<file path="src/rtl/adc_pkg.sv">
// Shared types and defaults for the ADC code capture block.
package adc_pkg;

    localparam int unsigned ADC_DATA_W = 8;

    typedef enum logic [1:0] {
        IDLE = 2'd0,
        ACQ  = 2'd1,
        DONE = 2'd2
    } adc_state_t;

endpackage

</file>
<file path="src/rtl/adc_sync_fifo.sv">
// First-word-fall-through synchronous FIFO; head word reads as zero while empty.
module adc_sync_fifo #(
    parameter int unsigned DATA_W = 8,
    parameter int unsigned DEPTH  = 16
) (
    input  logic              clk,
    input  logic              rst,
    input  logic              i_push,
    input  logic [DATA_W-1:0] i_data,
    input  logic              i_pop,
    output logic [DATA_W-1:0] o_data,
    output logic              o_full,
    output logic              o_empty
);

    localparam int unsigned AW = $clog2(DEPTH);

    logic [DATA_W-1:0] r_mem [DEPTH];
    logic [AW-1:0]     r_wr_ptr;
    logic [AW-1:0]     r_rd_ptr;
    logic [AW:0]       r_count;
    logic              w_push;
    logic              w_pop;

    assign o_full  = (r_count == (AW+1)'(DEPTH));
    assign o_empty = (r_count == '0);
    assign w_pop   = i_pop && !o_empty;
    // A full FIFO still accepts a push when the head leaves in the same cycle.
    assign w_push  = i_push && (!o_full || w_pop);
    assign o_data  = o_empty ? '0 : r_mem[r_rd_ptr];

    always_ff @(posedge clk) begin
        if (w_push) begin
            r_mem[r_wr_ptr] <= i_data;
        end
    end

    always_ff @(posedge clk or posedge rst) begin
        if (rst) begin
            r_wr_ptr <= '0;
            r_rd_ptr <= '0;
            r_count  <= '0;
        end else begin
            if (w_push) begin
                r_wr_ptr <= r_wr_ptr + 1'b1;
            end
            if (w_pop) begin
                r_rd_ptr <= r_rd_ptr + 1'b1;
            end
            case ({w_push, w_pop})
                2'b10:   r_count <= r_count + 1'b1;
                2'b01:   r_count <= r_count - 1'b1;
                default: r_count <= r_count;
            endcase
        end
    end

endmodule

</file>
<file path="src/rtl/adc_code_capture.sv">
// ADC code capture: window-averages accepted codes and queues results in a FIFO.
// Define ADC_CAPTURE_MINMAX_EN to add raw-code min_code/max_code tracking.
module adc_code_capture
    import adc_pkg::*;
#(
    parameter int unsigned DATA_W   = ADC_DATA_W,
    parameter int unsigned DEPTH    = 16,
    parameter int unsigned AVG_LOG2 = 2
) (
    input  logic              clk,
    input  logic              rst,
    input  logic              start,
    input  logic [15:0]       num_out,
    input  logic              sample_en,
    input  logic [DATA_W-1:0] code,
    output logic [DATA_W-1:0] m_data,
    output logic              m_valid,
    input  logic              m_ready,
    output logic              busy,
    output logic              done,
`ifdef ADC_CAPTURE_MINMAX_EN
    output logic [DATA_W-1:0] min_code,
    output logic [DATA_W-1:0] max_code,
`endif
    output logic              overflow
);

    localparam int unsigned ACC_W = DATA_W + AVG_LOG2;
    localparam int unsigned WIN_W = AVG_LOG2 + 1;
    localparam logic [WIN_W-1:0] WIN_LAST = WIN_W'((1 << AVG_LOG2) - 1);

    adc_state_t        r_state;
    logic [15:0]       r_num_out;
    logic [15:0]       r_res_cnt;
    logic [ACC_W-1:0]  r_acc;
    logic [WIN_W-1:0]  r_win_cnt;
    logic              r_busy;
    logic              r_done;
    logic              r_overflow;

    logic              w_start;
    logic              w_sample;
    logic              w_win_end;
    logic              w_push;
    logic              w_pop;
    logic              w_full;
    logic              w_empty;
    logic              w_drop;
    logic [ACC_W-1:0]  w_sum;
    logic [DATA_W-1:0] w_avg;

    // Samples are only taken while results are still owed for this capture.
    assign w_start   = (r_state == IDLE) && start;
    assign w_sample  = (r_state == ACQ) && sample_en && (r_res_cnt != r_num_out);
    assign w_win_end = (r_win_cnt == WIN_LAST);
    assign w_push    = w_sample && w_win_end;
    assign w_sum     = r_acc + ACC_W'(code);
    assign w_avg     = DATA_W'(w_sum >> AVG_LOG2);
    assign w_pop     = m_ready && !w_empty;
    assign w_drop    = w_push && w_full && !w_pop;

    adc_sync_fifo #(
        .DATA_W (DATA_W),
        .DEPTH  (DEPTH)
    ) u_fifo (
        .clk     (clk),
        .rst     (rst),
        .i_push  (w_push),
        .i_data  (w_avg),
        .i_pop   (m_ready),
        .o_data  (m_data),
        .o_full  (w_full),
        .o_empty (w_empty)
    );

    always_ff @(posedge clk or posedge rst) begin
        if (rst) begin
            r_state    <= IDLE;
            r_num_out  <= '0;
            r_res_cnt  <= '0;
            r_acc      <= '0;
            r_win_cnt  <= '0;
            r_busy     <= 1'b0;
            r_done     <= 1'b0;
            r_overflow <= 1'b0;
        end else begin
            r_done <= 1'b0;
            case (r_state)
                IDLE: begin
                    if (w_start) begin
                        r_state    <= ACQ;
                        r_busy     <= 1'b1;
                        r_num_out  <= num_out;
                        r_res_cnt  <= '0;
                        r_acc      <= '0;
                        r_win_cnt  <= '0;
                        r_overflow <= 1'b0;
                    end
                end
                ACQ: begin
                    if (r_res_cnt == r_num_out) begin
                        r_state <= DONE;
                        r_busy  <= 1'b0;
                        r_done  <= 1'b1;
                    end else if (w_sample) begin
                        if (w_win_end) begin
                            r_acc     <= '0;
                            r_win_cnt <= '0;
                            r_res_cnt <= r_res_cnt + 1'b1;
                        end else begin
                            r_acc     <= w_sum;
                            r_win_cnt <= r_win_cnt + 1'b1;
                        end
                    end
                end
                DONE: begin
                    r_state <= IDLE;
                end
                default: begin
                    r_state <= IDLE;
                    r_busy  <= 1'b0;
                end
            endcase
            if (w_drop) begin
                r_overflow <= 1'b1;
            end
        end
    end

    assign busy     = r_busy;
    assign done     = r_done;
    assign overflow = r_overflow;
    assign m_valid  = !w_empty;

`ifdef ADC_CAPTURE_MINMAX_EN
    logic [DATA_W-1:0] r_min;
    logic [DATA_W-1:0] r_max;

    always_ff @(posedge clk or posedge rst) begin
        if (rst) begin
            r_min <= '1;
            r_max <= '0;
        end else if (w_start) begin
            r_min <= '1;
            r_max <= '0;
        end else if (w_sample) begin
            if (code < r_min) begin
                r_min <= code;
            end
            if (code > r_max) begin
                r_max <= code;
            end
        end
    end

    assign min_code = r_min;
    assign max_code = r_max;
`endif

endmodule

</file>
<file path="config.mk">
export PLATFORM = sky130hd
export DESIGN_NAME = adc_code_capture
export DESIGN_NICKNAME = d
export VERILOG_FILES = /design/src/rtl/adc_pkg.sv /design/src/rtl/adc_sync_fifo.sv /design/src/rtl/adc_code_capture.sv
export SDC_FILE = /design/constraint.sdc
export NUM_CORES = 1
export LEC_CHECK = 0
export CAP_MARGIN = 20
export CORE_ASPECT_RATIO = 0.8
export CORE_MARGIN = 8
export CORE_UTILIZATION = 35
export CTS_CLUSTER_DIAMETER = 50
export DETAILED_ROUTE_END_ITERATION = 10
export GPL_ROUTABILITY_DRIVEN = 1
export HOLD_SLACK_MARGIN = 0.03
export PLACE_DENSITY_LB_ADDON = 0.15
export SYNTH_ARGS = -nofsm -noshare
export SYNTH_HDL_FRONTEND = slang
export SYNTH_SLANG_ARGS = --single-unit
</file>
<file path="constraint.sdc">
create_clock -name clk -period 3.99 [get_ports clk]
set_input_delay 0.5985 -clock clk [delete_from_list [all_inputs] [get_ports clk]]
set_output_delay 0.5985 -clock clk [all_outputs]
set_load 0.005 [all_outputs]
</file>
==> results by group <==
Run status
  • Status: completed

Yosys
  • Most common cell in the netlist: edfxtp_1
  • Warnings, synthesis: 0
  • Syn nets: 604
  • Synth Register Bits: between 150 and 200
  • Synth top area cells: edfxtp_1 (46%), dfrtp_1 (19%), mux4_2 (11%)
  • Sequential share of the synthesized area: approximately 65%
  • Top_reg_cell synth: edfxtp_1
  • FFs w/ async S/R, synth: around a third
  • EDFF count, synth: 128
  • Synth area leader: edfxtp_1
  • Area of the mapped netlist: 8330 um2
  • Synth top area share: between 40% and 50%
  • Count of cell types in the netlist: 43
  • Synth cell count leaders: edfxtp_1 (128), nand2_1 (82), dfrtp_1 (63)
  • Cells after Synth: 555
  • Mean post-synth cell area: 15.0 um2

Layout
  • Share of post-route cells with drive strength above 1: between 10% and 20%
  • Multi-input gate area: about 2800 um2
  • Post-layout util: between 40% and 50%
  • NumNets Final: 658
  • Area grow syn2layout: 16.9%
  • Antenna Cells: 0
  • Sequential cell area: 5420 um2
  • Fillers: 2,173

Timing
  • Min Tclk post-route: 3.44 ns
  • FMAX: 291 MHz
  • Headroom to the max-slew limit: 31.4%
  • Final Skew: around 0.014 ns
  • Setup TNS: 0 ns
  • Hold_ws: 0.363 ns
  • Final Cycle Share: 86.3%
  • Fin. max-slew vios: 0
  • Final-report hold violation count: 0
  • RSZ-0062 raised after global routing: no
  • Final-report setup violation count: 0
  • Worst-margin pin slew: 1.02 ns

Clock network
  • Clk sinks: roughly 190
  • H-tree depth: 4
  • Clock root cell: clkbuf_16
  • Later-pin clock latency in the skew report: 0.42 ns
  • Clock tree buffer depth: 2
  • Clock transition at path regs: 0.07 ns
  • Postcts setup bufs: 0
  • Hold-fix buffers, CTS: 0
  • TritonCTS clock tree: yes
  • PostCTS Resize Cnt: 0
  • Total CTS buffers: 17

Floorplanning
  • CORE AREA: 23,400 um2
  • IO Pins: 41
  • Die area: 29,000 um2
  • Initial Util: 35.6%
  • Die height: approximately 150 um
  • Row count: 50
  • DIE WIDTH: 188 um

Setup path
  • R2R Setup Slk: around 0.91 ns
  • CP Launch Type: flop
  • WS Path Type: reg2out
  • R2R cell count: 11
  • CP endpoint kind: output pin
  • Arrival @ worst endpoint: 2.84 ns
  • Worst-path fanout max: 28
  • FF-to-FF End: u_fifo.r_count[3]
  • Reg-to-reg startpoint: r_res_cnt[4]
  • Critical Path RT: 3.39 ns

GRT
  • Grt ovf: 0
  • Gr usage total: 12.8%
  • First-pass GRT wire length: 28,200 um
  • Initial antenna violation count: 0
  • Pin count of the biggest net entering global routing: 45
  • Vias in the first global route: 4,846

Placed design
  • GP Congestion: 0.784
  • IO buf count: 40
  • Hpwl dp: 11,800 um

Pwr
  • Peak VDD IR: 0.425 mV
  • Total power: 7.15 mW
  • Pwr Density: 734 nW/um2
  • Leak pwr: between 3 and 4 nW

Drt
  • DR pass1 iterations: 5
  • Routed vias/inst: 4.92
  • Vias post-DR: around 4,600
  • Avg WL per Cell: 19.3 um
  • Met2 WL: 8340 um
  • Met3 wire length: between 800 and 900 um
  • Drc violations: 0
  • Number of DRC markers in iteration 0: 305
  • Final ANT Viol Nets: 0
  • Final Routed Wirelength: about 18,000 um
  • Uppermost layer routed: met4
  • Met1 wire length: 8570 um

Worst hold path
  • Hold WC Path Type: in2async

Job
  • Number of max-cap violations: 0
[cells in the final DEF, fill, tap and decap left out, drive strengths merged, types with 4 or more instances in the layout]
cell type        n
edfxtp         128
nand2           82
dfrtp           63
mux4            40
clkdlybuf4s50   40
xnor2           33
inv             23
nor2            22
ha              18
o21ai           18
clkbuf          17
and2            15
buf             14
nor2b           13
xor2            12
and3            11
nand4           10
nand3            9
a21oi            7
a21o             5
and4             4
nand2b           4
clkinvlp         4
[worst max-delay path, stage by stage (launching register included)]
cell and delay (ns):
dfrtp_1 0.61, buf_12 0.27, mux4_2 0.36, mux4_2 0.53
nor2b_1 0.17, clkdlybuf4s50_1 0.46
[power breakdown]
part / internal [mW] / switching, mW
logic: 1.21 / 1.32
clock network: 0.817 / 0.780
registers: 2.76 / 0.265
[through the flow]
stage / setup WS [ns] / std cells / cell area (um2)
after floorplan: 1.31 / 555 / 8330
after global placement: 0.407 / 900 / 9160
after detailed placement: 0.246 / 900 / 9160
after CTS: 0.502 / 932 / 9710
after global routing: 0.454 / 934 / 9730
final: 0.548 / 934 / 9730
[registers in the layout (all words and copies together), names as in the netlist, 2 cells and up]
| name | cells |
|---|---|
| r_num_out | 16 |
| u_fifo.r_wr_ptr | 4 |
| r_state | 2 |
| r_win_cnt | 3 |
| u_fifo.r_rd_ptr | 4 |
| r_res_cnt | 16 |
| r_acc | 10 |
| u_fifo.r_mem | 128 |
| u_fifo.r_count | 5 |
[routing by layer]
metal	vias to the layer above	track usage, %
met3	14	2.76
met5	-	0
met1	2357	17.9
met4	0	3.68
li1	2155	-
met2	73	19.8
[area by class of cell]
class / count / share of cell area [%]
Multi-Input combinational cell: 330 / 28.5
Timing Repair Buffer: 54 / 5.58
Clock buffer: 17 / 4.37
Sequential cell: 191 / 55.7
Tap cell: 312 / 4.01
Clock inverter: 15 / 1.27
Inverter: 15 / 0.578
[worst max path at each step]
stage,from,end,slack (ns),cells after the start
2_1_floorplan,u_fifo.r_rd_ptr[0],m_data[0],1.31,5
5_1_grt,u_fifo.r_rd_ptr[0],m_data[0],0.45,5
3_3_place_gp,code[0],u_fifo.r_mem[0][6],0.41,10
4_1_cts,u_fifo.r_rd_ptr[0],m_data[7],0.50,5
6_report,u_fifo.r_rd_ptr[1],m_data[7],0.55,5
3_5_place_dp,code[0],u_fifo.r_mem[3][6],0.25,10
[cell families (layout without fill, tap and decap cells)]
logic type	after synthesis	count (layout)	share of synthesized area (%)
DFF	191	191	65.1
and+or+nand+nor	179	179	10.9
xor gates and xnor gates	45	45	4.73
muxes	45	45	11.4
AOI/OAI and AO/OA	41	41	3.00
buffers and inverters	34	101	1.62
adders and majority gates	20	20	3.19
No activity file was read; power rests on OpenSTA's default activity.
